<file path="config.mk">
export PLATFORM = sky130hd
export DESIGN_NAME = conv_pool_sequencer
export DESIGN_NICKNAME = d
export VERILOG_FILES = /design/src/rtl/cnn_pkg.sv /design/src/rtl/conv_pool_sequencer_phase_watchdog.sv /design/src/rtl/conv_pool_sequencer.sv
export SDC_FILE = /design/constraint.sdc
export NUM_CORES = 1
export LEC_CHECK = 0
export CAP_MARGIN = 20
export CORE_MARGIN = 4
export CORE_UTILIZATION = 40
export DETAILED_ROUTE_END_ITERATION = 8
export GPL_TIMING_DRIVEN = 0
export HOLD_SLACK_MARGIN = 0.03
export PLACE_DENSITY_LB_ADDON = 0.3
export SLEW_MARGIN = 20
export SYNTH_ARGS = -nofsm -noshare
export SYNTH_HDL_FRONTEND = slang
export SYNTH_SLANG_ARGS = --single-unit
</file>
<file path="constraint.sdc">
create_clock -name clock -period 1.8 [get_ports clock]
set_clock_uncertainty 0.1 [all_clocks]
set_input_delay 0.27 -clock clock [delete_from_list [all_inputs] [get_ports clock]]
set_output_delay 0.27 -clock clock [all_outputs]
set_load 0.005 [all_outputs]
</file>
<file path="src/rtl/cnn_pkg.sv">
// Shared types and constants for the conv/pool sequencer.
package cnn_pkg;

  typedef enum logic [2:0] {
    IDLE     = 3'd0,
    CONV_RUN = 3'd1,
    POOL_RUN = 3'd2,
    STORE    = 3'd3,
    GAP      = 3'd4,
    DONE     = 3'd5,
    ERROR    = 3'd6
  } seq_state_e;

  localparam int unsigned WDT_CYCLES_DEFAULT = 4096;

endpackage

</file>
<file path="src/rtl/conv_pool_sequencer_phase_watchdog.sv">
// Phase watchdog: counts cycles spent in an engine phase and flags when the
// count reaches LIMIT. The count saturates at LIMIT so the flag stays high.
module phase_watchdog
  import cnn_pkg::*;
#(
  parameter int unsigned LIMIT = WDT_CYCLES_DEFAULT
) (
  input  logic clock,
  input  logic reset,
  input  logic clr_i,
  input  logic en_i,
  output logic expired_o
);

  localparam int unsigned W = $clog2(LIMIT + 1);

  logic [W-1:0] cnt_q, cnt_d;

  assign expired_o = (cnt_q == W'(LIMIT));

  // Next count: clear wins over counting; hold once the limit is reached.
  always_comb begin
    cnt_d = cnt_q;
    if (clr_i) begin
      cnt_d = '0;
    end else if (en_i && !expired_o) begin
      cnt_d = cnt_q + W'(1);
    end
  end

  // Count register.
  always_ff @(posedge clock) begin
    if (reset) begin
      cnt_q <= '0;
    end else begin
      cnt_q <= cnt_d;
    end
  end

endmodule

</file>
<file path="src/rtl/conv_pool_sequencer.sv">
// Conv/pool channel sequencer: runs conv, then pool, then hands the pooled
// result to the store stage, once per channel. Sole driver of both engine
// active-low resets. Optional watchdog enabled by defining SEQ_WATCHDOG_EN.
module conv_pool_sequencer
  import cnn_pkg::*;
#(
  parameter int unsigned NUM_CH     = 4,
  parameter int unsigned CNT_W      = 8,
  parameter int unsigned WDT_CYCLES = WDT_CYCLES_DEFAULT
) (
  input  logic             clock,
  input  logic             reset,
  input  logic             start,
  output logic             busy,
  output logic [CNT_W-1:0] ch_idx,
  output logic             conv_nreset,
  input  logic             conv_done,
  output logic             pool_nreset,
  input  logic             pool_done,
  output logic             store_valid,
  input  logic             store_ready,
  output logic             frame_done,
  output logic             error
);

  localparam logic [CNT_W-1:0] LAST_CH = CNT_W'(NUM_CH - 1);

  seq_state_e       state_q, state_d;
  logic [CNT_W-1:0] ch_q, ch_d;
  logic             wdt_expired;

`ifdef SEQ_WATCHDOG_EN
  logic wdt_clr;
  logic wdt_en;

  // Timed phases are the two engine runs; STORE stalls are never timed.
  assign wdt_en  = (state_q == CONV_RUN) || (state_q == POOL_RUN);
  assign wdt_clr = (state_d != state_q) &&
                   ((state_d == CONV_RUN) || (state_d == POOL_RUN));

  phase_watchdog #(
    .LIMIT(WDT_CYCLES)
  ) u_wdt (
    .clock    (clock),
    .reset    (reset),
    .clr_i    (wdt_clr),
    .en_i     (wdt_en),
    .expired_o(wdt_expired)
  );

  assign error = (state_q == ERROR);
`else
  assign wdt_expired = 1'b0;
  // No watchdog built: error is constant low.
  assign error = (WDT_CYCLES == 0) & 1'b0;
`endif

  // Outputs decoded from the state register only.
  assign busy        = (state_q != IDLE);
  assign conv_nreset = (state_q == CONV_RUN) || (state_q == POOL_RUN) ||
                       (state_q == STORE);
  assign pool_nreset = (state_q == POOL_RUN) || (state_q == STORE);
  assign store_valid = (state_q == STORE);
  assign frame_done  = (state_q == DONE);
  assign ch_idx      = ch_q;

  // Next-state and channel counter update; done beats watchdog expiry.
  always_comb begin
    state_d = state_q;
    ch_d    = ch_q;
    unique case (state_q)
      IDLE: begin
        ch_d = '0;
        if (start) state_d = CONV_RUN;
      end
      CONV_RUN: begin
        if (conv_done)        state_d = POOL_RUN;
        else if (wdt_expired) state_d = ERROR;
      end
      POOL_RUN: begin
        if (pool_done)        state_d = STORE;
        else if (wdt_expired) state_d = ERROR;
      end
      STORE: begin
        if (store_ready) begin
          if (ch_q == LAST_CH) begin
            state_d = DONE;
          end else begin
            state_d = GAP;
            ch_d    = ch_q + CNT_W'(1);
          end
        end
      end
      GAP: state_d = CONV_RUN;
      DONE: begin
        state_d = IDLE;
        ch_d    = '0;
      end
      ERROR: state_d = ERROR;
      default: state_d = IDLE;
    endcase
  end

  // State and channel registers.
  always_ff @(posedge clock) begin
    if (reset) begin
      state_q <= IDLE;
      ch_q    <= '0;
    end else begin
      state_q <= state_d;
      ch_q    <= ch_d;
    end
  end

endmodule

</file>
=== Word-level counts from Yosys, hierarchy flattened ===
Index checks and enable logic that the tools add are counted.

* ROM bits: 0
* Register bits: 11
* Latch bits: 0
* Memory bits (writable): 0
* Output and inout bits: 14
* Memories: 0
* Input bits: 6

* Eq/ne operators: 12
* $mul: 0
* Shifts and indexed selects: 0
* Reductions and logical operators: 9
* Muxes and demuxes: 9
* Div/mod/pow operators: 0
* Bitwise gates (word level): 0
* Add/subtract/negate cells: 1
* Order comparisons: 0

{| class="wikitable"
|+ Operator list
! cell !! count
|-
| 3-bit one-hot mux with 6 select lines || 1
|-
| 8-bit 2-to-1 mux || 2
|-
| 8-bit one-hot mux with 2 select lines || 1
|-
| 3-bit 2-to-1 mux || 4
|-
| 3-bit equality test (second input constant) || 3
|-
| 8-bit by 1-bit adder with 8-bit output (second input constant) || 1
|-
| 8-bit by 2-bit equality test with 1-bit output (second input constant) || 1
|-
| 2-bit != test (second input constant) || 4
|-
| 3-bit by 2-bit equality test with 1-bit output (second input constant) || 2
|-
| 4-bit AND reduction || 1
|-
| 3-bit by 1-bit equality test with 1-bit output (second input constant) || 1
|-
| 3-bit logical NOT || 1
|-
| 1-bit logical OR || 3
|-
| 3-bit AND reduction || 1
|-
| 3-bit nonzero test || 1
|-
| 2-bit by 1-bit != test with 1-bit output (second input constant) || 1
|-
| 2-bit nonzero test || 1
|-
| 2-bit OR reduction || 1
|-
| 1-bit 2-to-1 mux || 1
|}

=== Longest topological paths before layout ===
Gate-level depths: netlist of run 1.

* Depth after elaboration: 4
* Depth in mapped cells: 6
* Gate-level depth less buffers: 5

=== Worst setup path before layout of run 1 ===
OpenSTA, ideal clock, no wires.

* Path type: reg-to-reg
* Start: register ch_q[0], in the netlist ch_idx[0]
* End: register ch_q[0], in the netlist ch_idx[0]
* Library setup time: 0.065 ns
* Clock period less this slack: 1.839 ns
* Stages on the path, launching flop included: 6
* Arrival time: 1.674 ns
* Setup slack: -0.039 ns
* Cell sequence: dfxtp_1 -> ha_1 -> or4b_1 -> o21ai_2 -> mux2_2 -> nor2_1

* Cells in the longest elaborated chain, start to end: 4

{| class="wikitable"
|+ RTL lines
! item !! RTL line !! source
|-
| from (decl) || conv_pool_sequencer.sv:29 || <nowiki>logic [CNT_W-1:0] ch_q, ch_d;</nowiki>
|-
| from (signal assigned) || conv_pool_sequencer.sv:111 || <nowiki>ch_q <= ch_d;</nowiki>
|-
| 8-bit by 1-bit adder with 8-bit output || conv_pool_sequencer.sv:90 || <nowiki>ch_d = ch_q + CNT_W'(1);</nowiki>
|-
| 8-bit 2-to-1 mux || conv_pool_sequencer.sv:86 || <nowiki>if (ch_q == LAST_CH) begin</nowiki>
|-
| 8-bit 2-to-1 mux || conv_pool_sequencer.sv:85 || <nowiki>if (store_ready) begin</nowiki>
|-
| 8-bit one-hot mux with 2 select lines || conv_pool_sequencer.sv:71 || <nowiki>unique case (state_q)</nowiki>
|}

Parallel ways exist; a longest one is shown, timed or not. The select of a mux whose other input is x is not followed.
A chain may end at the register's enable or synchronous reset.

=== Final worst setup path of run 1 ===
* Start: register ch_q[1], in the netlist ch_idx[1]
* End: register ch_q[0], in the netlist ch_idx[0]

* Cells in the longest elaborated chain, start to end: 3

{| class="wikitable"
|+ RTL lines
! item !! RTL line
|-
| 8-bit by 2-bit equality test with 1-bit output || conv_pool_sequencer.sv:86
|-
| 2-bit != test (no line) || --
|-
| 3-bit AND reduction (no line) || --
|}

No other way between the ends.

==> impl_metrics.py, run 1 <==
metrics = {
    "setup_path": {
        "startpoint_type": "register",
        "required_ns": 1.91,
        "path_cells": "ha_4, or4b_4, o21ai_4, mux2_4, nor2_1",
        "crit_type": "register to register",
        "crit_buf_inv": 0,
        "reg2reg_depth": 5,
        "slowest_stage": "or4b_4",
        "cp.depth": 5,
        "path_max_fanout": 4,
        "cp.arrival_ns": 1.86,
        "crit_family": "simple AND/OR/NAND/NOR gates",
        "max_stage_delay_ns": 0.49,
        "cp-end-kind": "register",
    },
    "route": {
        "drcViolationCount": 0,
        "wl_per_cell_um": 12.44,
        "drt-vias-per-instance": 5.558,
        "num_vias": 667,
        "drtAntennaViolNets": 0,
        "wl_um": 1493,
        "drtPass1Iterations": 4,
        "drtIter0Drc": 15,
    },
    "sta": {
        "setup_viol_count_final": 0,
        "rsz0062_at_grt": "no",
        "slew_violations": 0,
        "finalCriticalPeriod_ns": 1.749,
        "max_clock_freq_ghz": 0.5719,
        "fin_hold_ws_ns": 0.2515,
        "hold_violations": 0,
        "period_share": 0.9715,
    },
    "grt": {
        "grt_usage": 0.1256,
        "first_global_vias": 510,
        "grt_max_degree": 11,
        "grt_pass1_wl_um": 2304,
        "antenna_found_initial": 0,
        "grt_overflow": 0,
    },
    "finish": {
        "final_cells": 120,
        "syn_to_final_growth_pct": 44.15,
        "layout.nets": 112,
        "diodes": 0,
        "drive_gt1_frac": 0.2212,
        "fillers": 137,
    },
    "clock_network": {
        "clk_latency_ns": 0.27,
        "cts_buffers": 3,
        "htreeDepth": 1,
        "cts_sinks": 11,
        "cts-root-buf": "clkbuf_4",
        "cts_buffer_depth": 2,
        "cts_tree": "built",
        "path_clk_slew_ns": 0.07,
        "hold_buffers": 0,
    },
    "synthesis": {
        "syn-num-nets": 87,
        "ys_ff_latch": 11,
        "synth_area_leader_cell": "dfxtp_1",
        "synth_cell_type_count": 38,
        "yosysSeqAreaShare": 0.3378,
        "syn_inst": 80,
        "synth_top_area_frac": 0.3378,
        "yosys_warnings": 0,
        "syn_area_um2": 651.9,
        "synth.area.top_cells": "dfxtp_1 34%, a21oi_1 5.4%, nor2_1 5.2%",
        "syn_avg_cell_area_um2": 8.148,
    },
    "power": {
        "fin_total_pwr_w": 0.0005578,
        "ir_drop_mv": 0.3713,
        "power.leakage_nw": 0.3797,
        "cellPowerDensity_nw_per_um2": 593.6,
    },
    "min_path": {
        "hold_path_class": "input pin to register",
        "holdPathStages": 2,
    },
    "floorplanning": {
        "die_y_um": 48.37,
        "initial_utilization": 0.4278,
        "die_w_um": 48.37,
        "die_area_um2": 2340,
        "num_rows": 14,
        "io_pins": 20,
        "core_um2": 1524,
    },
    "placement": {
        "place_inst": 113,
        "gp_congestion": 0.8396,
        "portBuffers": 17,
        "hpwlAfterDp_um": 1051,
    },
    "run": {
        "drv_cap": 0,
    },
    "run_status": {
        "status": "finished, final reports clean",
    },
}
-- area by class of cell --
class	count	area [µm²]	area share
Inverter	3	11.26	0.01198
Tap cell	16	20.02	0.02130
Timing Repair Buffer	20	186.4	0.1984
Clock buffer	4	26.28	0.02796
Multi-Input combinational cell	61	421.7	0.4487
Buffer	5	43.79	0.04660
Sequential cell	11	230.2	0.2450
-- worst register-to-register path: cells and delay by family (launching register included) --
family | cells | cell delay, ns
simple gates | 2 | 0.56
flops | 1 | 0.37
mux | 1 | 0.32
compound gates | 1 | 0.19
fa+ha+maj | 1 | 0.14
-- cells by family (layout without fill, tap and decap cells) --
group,count (synthesis),in the layout,share of synthesized area
AND/OR/NAND/NOR,33,33,0.2726
flip-flops,11,11,0.3378
XOR/XNOR,4,4,0.05375
other,1,1,0.005753
AO/OA/AOI/OAI,20,20,0.2092
adder cells (fa/ha/maj),1,1,0.01919
multiplexers,2,2,0.03263
buffers and inverters,8,32,0.06909
-- report_power, final --
group / leakage (nW) / internal, W / switching [W] / total (W)
clock: 0.0150 / 0.0000860 / 0.0000847 / 0.000171
sequential: 0.0913 / 0.000250 / 0.00000892 / 0.000259
combinational: 0.273 / 0.0000688 / 0.0000595 / 0.000128
-- cells in the final DEF, fill, tap and decap left out, drive strengths merged, types with 2 or more instances in the layout --
| master | Yosys | final |
|---|---|---|
| a21oi | 8 | 8 |
| buf | 3 | 6 |
| clkbuf | 2 | 6 |
| clkdlybuf4s50 | 0 | 12 |
| dfxtp | 11 | 11 |
| dlygate4sd2 | 0 | 5 |
| inv | 3 | 3 |
| nand2 | 4 | 4 |
| nand3 | 4 | 4 |
| nor2 | 9 | 9 |
| nor2b | 2 | 2 |
| nor3 | 4 | 4 |
| o211ai | 2 | 2 |
| o21ai | 2 | 2 |
| or3 | 2 | 2 |
| xor2 | 3 | 3 |
-- Yosys cell counts, drive strengths merged --
library cell / instances
conb: 1
o22ai: 1
a21boi: 1
and2b: 1
or3: 2
xnor2: 1
a211o: 1
a21bo: 1
dfxtp: 11
buf: 3
xor2: 3
mux2: 1
clkbuf: 2
inv: 3
nor4: 1
or4: 1
a21oi: 8
o211ai: 2
mux2i: 1
nor4b: 1
nand3: 4
nor2b: 2
nor2: 9
and3: 1
nor3: 4
and4b: 1
a31oi: 1
o31ai: 1
a21o: 1
ha: 1
o22a: 1
o21ai: 2
or4b: 1
nand2: 4
nand4: 1
-- path summary, 6_finish.rpt --
kind	slack (ns)	start	endpoint
worst max-delay path	0.05	ch_idx[1]	ch_idx[0]
worst min-delay path	0.25	reset	ch_idx[0]
worst max register to register	0.05	ch_idx[1]	ch_idx[0]
worst min register to register	0.40	ch_idx[7]	ch_idx[7]
-- stage by stage --
stage	cell area (µm²)	util	setup slack, ns	TNS (ns)
CTS	925.9	0.6076	0.002660	0
detailed placement	845.8	0.5550	-0.2025	-0.3914
global route	939.7	0.6166	0.0005196	0
finish	939.7	0.6166	0.05132	0
global placement	845.8	0.5550	-0.2130	-0.3567
floorplan	655.6	-	0.009318	0
-- state kept, by name, summed over array words and instances (netlist names) --
| name | cells |
|---|---|
| state_q | 3 |
| ch_idx | 8 |
-- metal layers --
| layer | vias up | track usage | part of all wire | wire (µm) |
|---|---|---|---|---|
| met1 | 297 | 0.1751 | 0.46 | 692 |
| met5 | - | 0 | 0 | 0 |
| met2 | 29 | 0.1543 | 0.43 | 641 |
| met4 | 0 | 0.09677 | 0.031 | 46 |
| li1 | 336 | - | - | - |
| met3 | 5 | 0.03988 | 0.075 | 112 |
-- repair_timing --
| item | CTS | global route |
|---|---|---|
| setup endpoints to repair | 7 | 3 |
| pin swaps | 1 | 1 |
| cloned | 0 | 0 |
| resized for setup | 16 | 3 |
| buffers inserted | 3 | 0 |
Power figures use the tool's default switching activity.
==> inputs of run 2 (changes only) <==
--- a/config.mk
+++ b/config.mk
@@ -5,9 +5,11 @@
 export SDC_FILE = /design/constraint.sdc
 export NUM_CORES = 1
 export LEC_CHECK = 0
+export ABC_AREA = 1
 export CAP_MARGIN = 20
 export CORE_MARGIN = 4
-export CORE_UTILIZATION = 40
+export CORE_UTILIZATION = 44
+export CTS_BUF_LIST = sky130_fd_sc_hd__clkbuf_4
 export DETAILED_ROUTE_END_ITERATION = 8
 export GPL_TIMING_DRIVEN = 0
 export HOLD_SLACK_MARGIN = 0.03
==> impl_metrics.py, run 2 <==
metrics = {
    "synthesis": {
        "synth_top_area_frac": 0.2993,
        "syn_avg_cell_area_um2": 6.342,
        "syn-num-nets": 123,
        "synth_area_leader_cell": "dfxtp_1",
        "ys.flop_type": "dfxtp_1",
        "synth_cell_type_count": 22,
        "yosysSeqAreaShare": 0.2993,
        "ys_ff_latch": 11,
        "ys_async_sr_fraction": 0,
        "synth_edf_count": 0,
        "syn_area_um2": 735.7,
        "synth_commonest_cells": "27 x nand2_1, 17 x nor2_1, 13 x inv_1, 12 x nand3_1, 11 x dfxtp_1",
        "synth.area.top_cells": "dfxtp_1 30%, nand2_1 14%, nor2_1 8.7%",
        "yosysMostFrequentCell": "nand2_1",
        "syn_inst": 116,
        "yosys_warnings": 0,
    },
    "grt": {
        "antenna_found_initial": 0,
        "grt_pass1_wl_um": 2891,
        "grt_overflow": 0,
        "grt_usage": 0.1443,
        "grt_max_degree": 11,
        "first_global_vias": 696,
    },
    "setup_path": {
        "required_ns": 1.43,
        "path_max_fanout": 8,
        "crit_type": "register to output pin",
        "startpoint_type": "register",
        "cp-end-kind": "output pin",
        "cp.arrival_ns": 1.38,
    },
    "route": {
        "wl_per_cell_um": 11.14,
        "drt-vias-per-instance": 5.052,
        "drcViolationCount": 0,
        "wl_um": 1715,
        "num_vias": 778,
        "drtIter0Drc": 14,
        "drtAntennaViolNets": 0,
        "drtPass1Iterations": 4,
    },
    "floorplanning": {
        "die_area_um2": 2390,
        "die_y_um": 48.89,
        "num_rows": 14,
        "io_pins": 20,
        "core_um2": 1541,
        "initial_utilization": 0.4773,
        "die_w_um": 48.89,
    },
    "power": {
        "power.leakage_nw": 0.3997,
        "p_comb_frac": 0.535,
        "cellPowerDensity_nw_per_um2": 1041,
        "seqPwrFrac": 0.288,
        "pwr-share-clk": 0.178,
        "p_sw_w": 0.0004131,
        "switching_share": 0.4056,
        "ir_drop_mv": 0.7618,
        "power.internal_w": 0.0006054,
    },
    "finish": {
        "diodes": 0,
        "fillers": 149,
        "layout.nets": 146,
        "drive_gt1_frac": 0.1522,
        "most-common-layout-cells": "27 x nand2_1, 16 x nor2_1, 16 x clkdlybuf4s50_1, 12 x nand3_1, 11 x inv_1",
        "final_common_cell": "nand2_1",
        "syn_to_final_growth_pct": 32.99,
        "largest_reg_flops": 8,
    },
    "clock_network": {
        "cts-root-buf": "clkbuf_4",
        "cts_buffers": 3,
        "htreeDepth": 1,
        "cts_sinks": 11,
        "cts_buffer_depth": 2,
        "path_clk_slew_ns": 0.08,
        "cts_tree": "built",
        "clk_latency_ns": 0.26,
    },
    "sta": {
        "fin_ws_ns": 0.04718,
        "slew_violations": 0,
        "rsz0062_at_grt": "yes",
        "finalCriticalPeriod_ns": 1.753,
        "max_clock_freq_ghz": 0.5705,
        "period_share": 0.9738,
        "setup_viol_count_final": 0,
        "hold_violations": 0,
        "tns_ns": 0,
    },
    "placement": {
        "gp_congestion": 0.8741,
        "hpwlAfterDp_um": 1315,
        "portBuffers": 17,
        "pre_cts_slack_ns": 0.1689,
    },
    "min_path": {
        "hold_path_class": "input pin to register",
    },
    "run_status": {
        "status": "finished, final reports clean",
    },
    "run": {
        "drv_cap": 0,
    },
}
## run 2: cell types whose count changed after synthesis, sizes merged, moves of 2 or more
cell    change
a21oi       +2
nand3       +9
nor2b       -2
o21ai       +3
or3         -2
o211ai      -2
inv        +12
nand2      +23
nor3        -4
xor2        -2
nor2       +12
nand4       +4
## run 2: routing by layer
layer / GRT usage / up-vias / part of all wire
met5: 0 / - / 0
met1: 0.1716 / 341 / 0.44
met2: 0.2652 / 20 / 0.50
met4: 0.03139 / 0 / 0.0082
met3: 0.02446 / 2 / 0.048
li1: - / 415 / -
## run 2: kinds of logic (layout without fill, tap and decap cells)
logic type,Yosys count,count (layout),share of synthesized area
XOR/XNOR,1,1,0.01191
AND/OR/NAND/NOR,68,68,0.4456
other,1,1,0.005097
flip-flops,11,11,0.2993
adder cells (fa/ha/maj),1,1,0.01700
AO/OA/AOI/OAI,15,15,0.1071
buffers and inverters,19,41,0.1139
## run 2: worst paths after layout
check,startpoint,end,slack (ns),depth (start not counted)
max,state_q[0],busy,0.05,4
min,reset,state_q[2],0.32,2
max reg2reg,ch_idx[0],ch_idx[6],0.30,7
min reg2reg,ch_idx[1],ch_idx[1],0.41,2
## run 2: cell type report
type	instances	area (µm²)	area share
buffer	4	27.53	0.02813
clock buffer	4	30.03	0.03069
inverter	15	58.81	0.06010
multi-input combinational	86	439.2	0.4488
sequential	11	222.7	0.2276
tap	16	20.02	0.02046
timing repair buffer	18	180.2	0.1841
## run 2: repair_timing
item                                    4_1_cts  5_1_grt
endpoints found under the hold margin         0        0
hold buffers                                  0        0
resized for setup                             2        6
endpoints found under the setup margin        2        4
setup buffers                                 0        1
## run 2: power by group through the flow
stage | clock [W] | sequential, W | combinational [W]
CTS | 0.000187 | 0.000287 | 0.000523
finish | 0.000181 | 0.000293 | 0.000545
global placement | 0 | 0.000291 | 0.000501
detailed placement | 0 | 0.000291 | 0.000516
global route | 0.000199 | 0.000296 | 0.000610
floorplan | 0 | 0.000289 | 0.000341
## run 2: stage by stage
| stage | area (µm²) | utilization | instances | hold slack, ns | power [W] |
|---|---|---|---|---|---|
| after CTS | 958.4 | 0.6218 | 153 | 0.3225 | 0.0009968 |
| after floorplan | 735.7 | - | 116 | 0.3533 | 0.0006296 |
| after global routing | 978.4 | 0.6347 | 154 | 0.3755 | 0.001105 |
| final | 978.4 | 0.6347 | 154 | 0.3184 | 0.001018 |
| after detailed placement | 925.9 | 0.6006 | 149 | 0.4067 | 0.0008069 |
| after global placement | 925.9 | 0.6006 | 149 | 0.3928 | 0.0007919 |
## run 2: worst max-delay path: stages, from the launching register on
cell and delay [ns]:
dfxtp_1 0.32, buf_6 0.14, nor2_4 0.05, nand2_1 0.10
clkdlybuf4s50_1 0.51
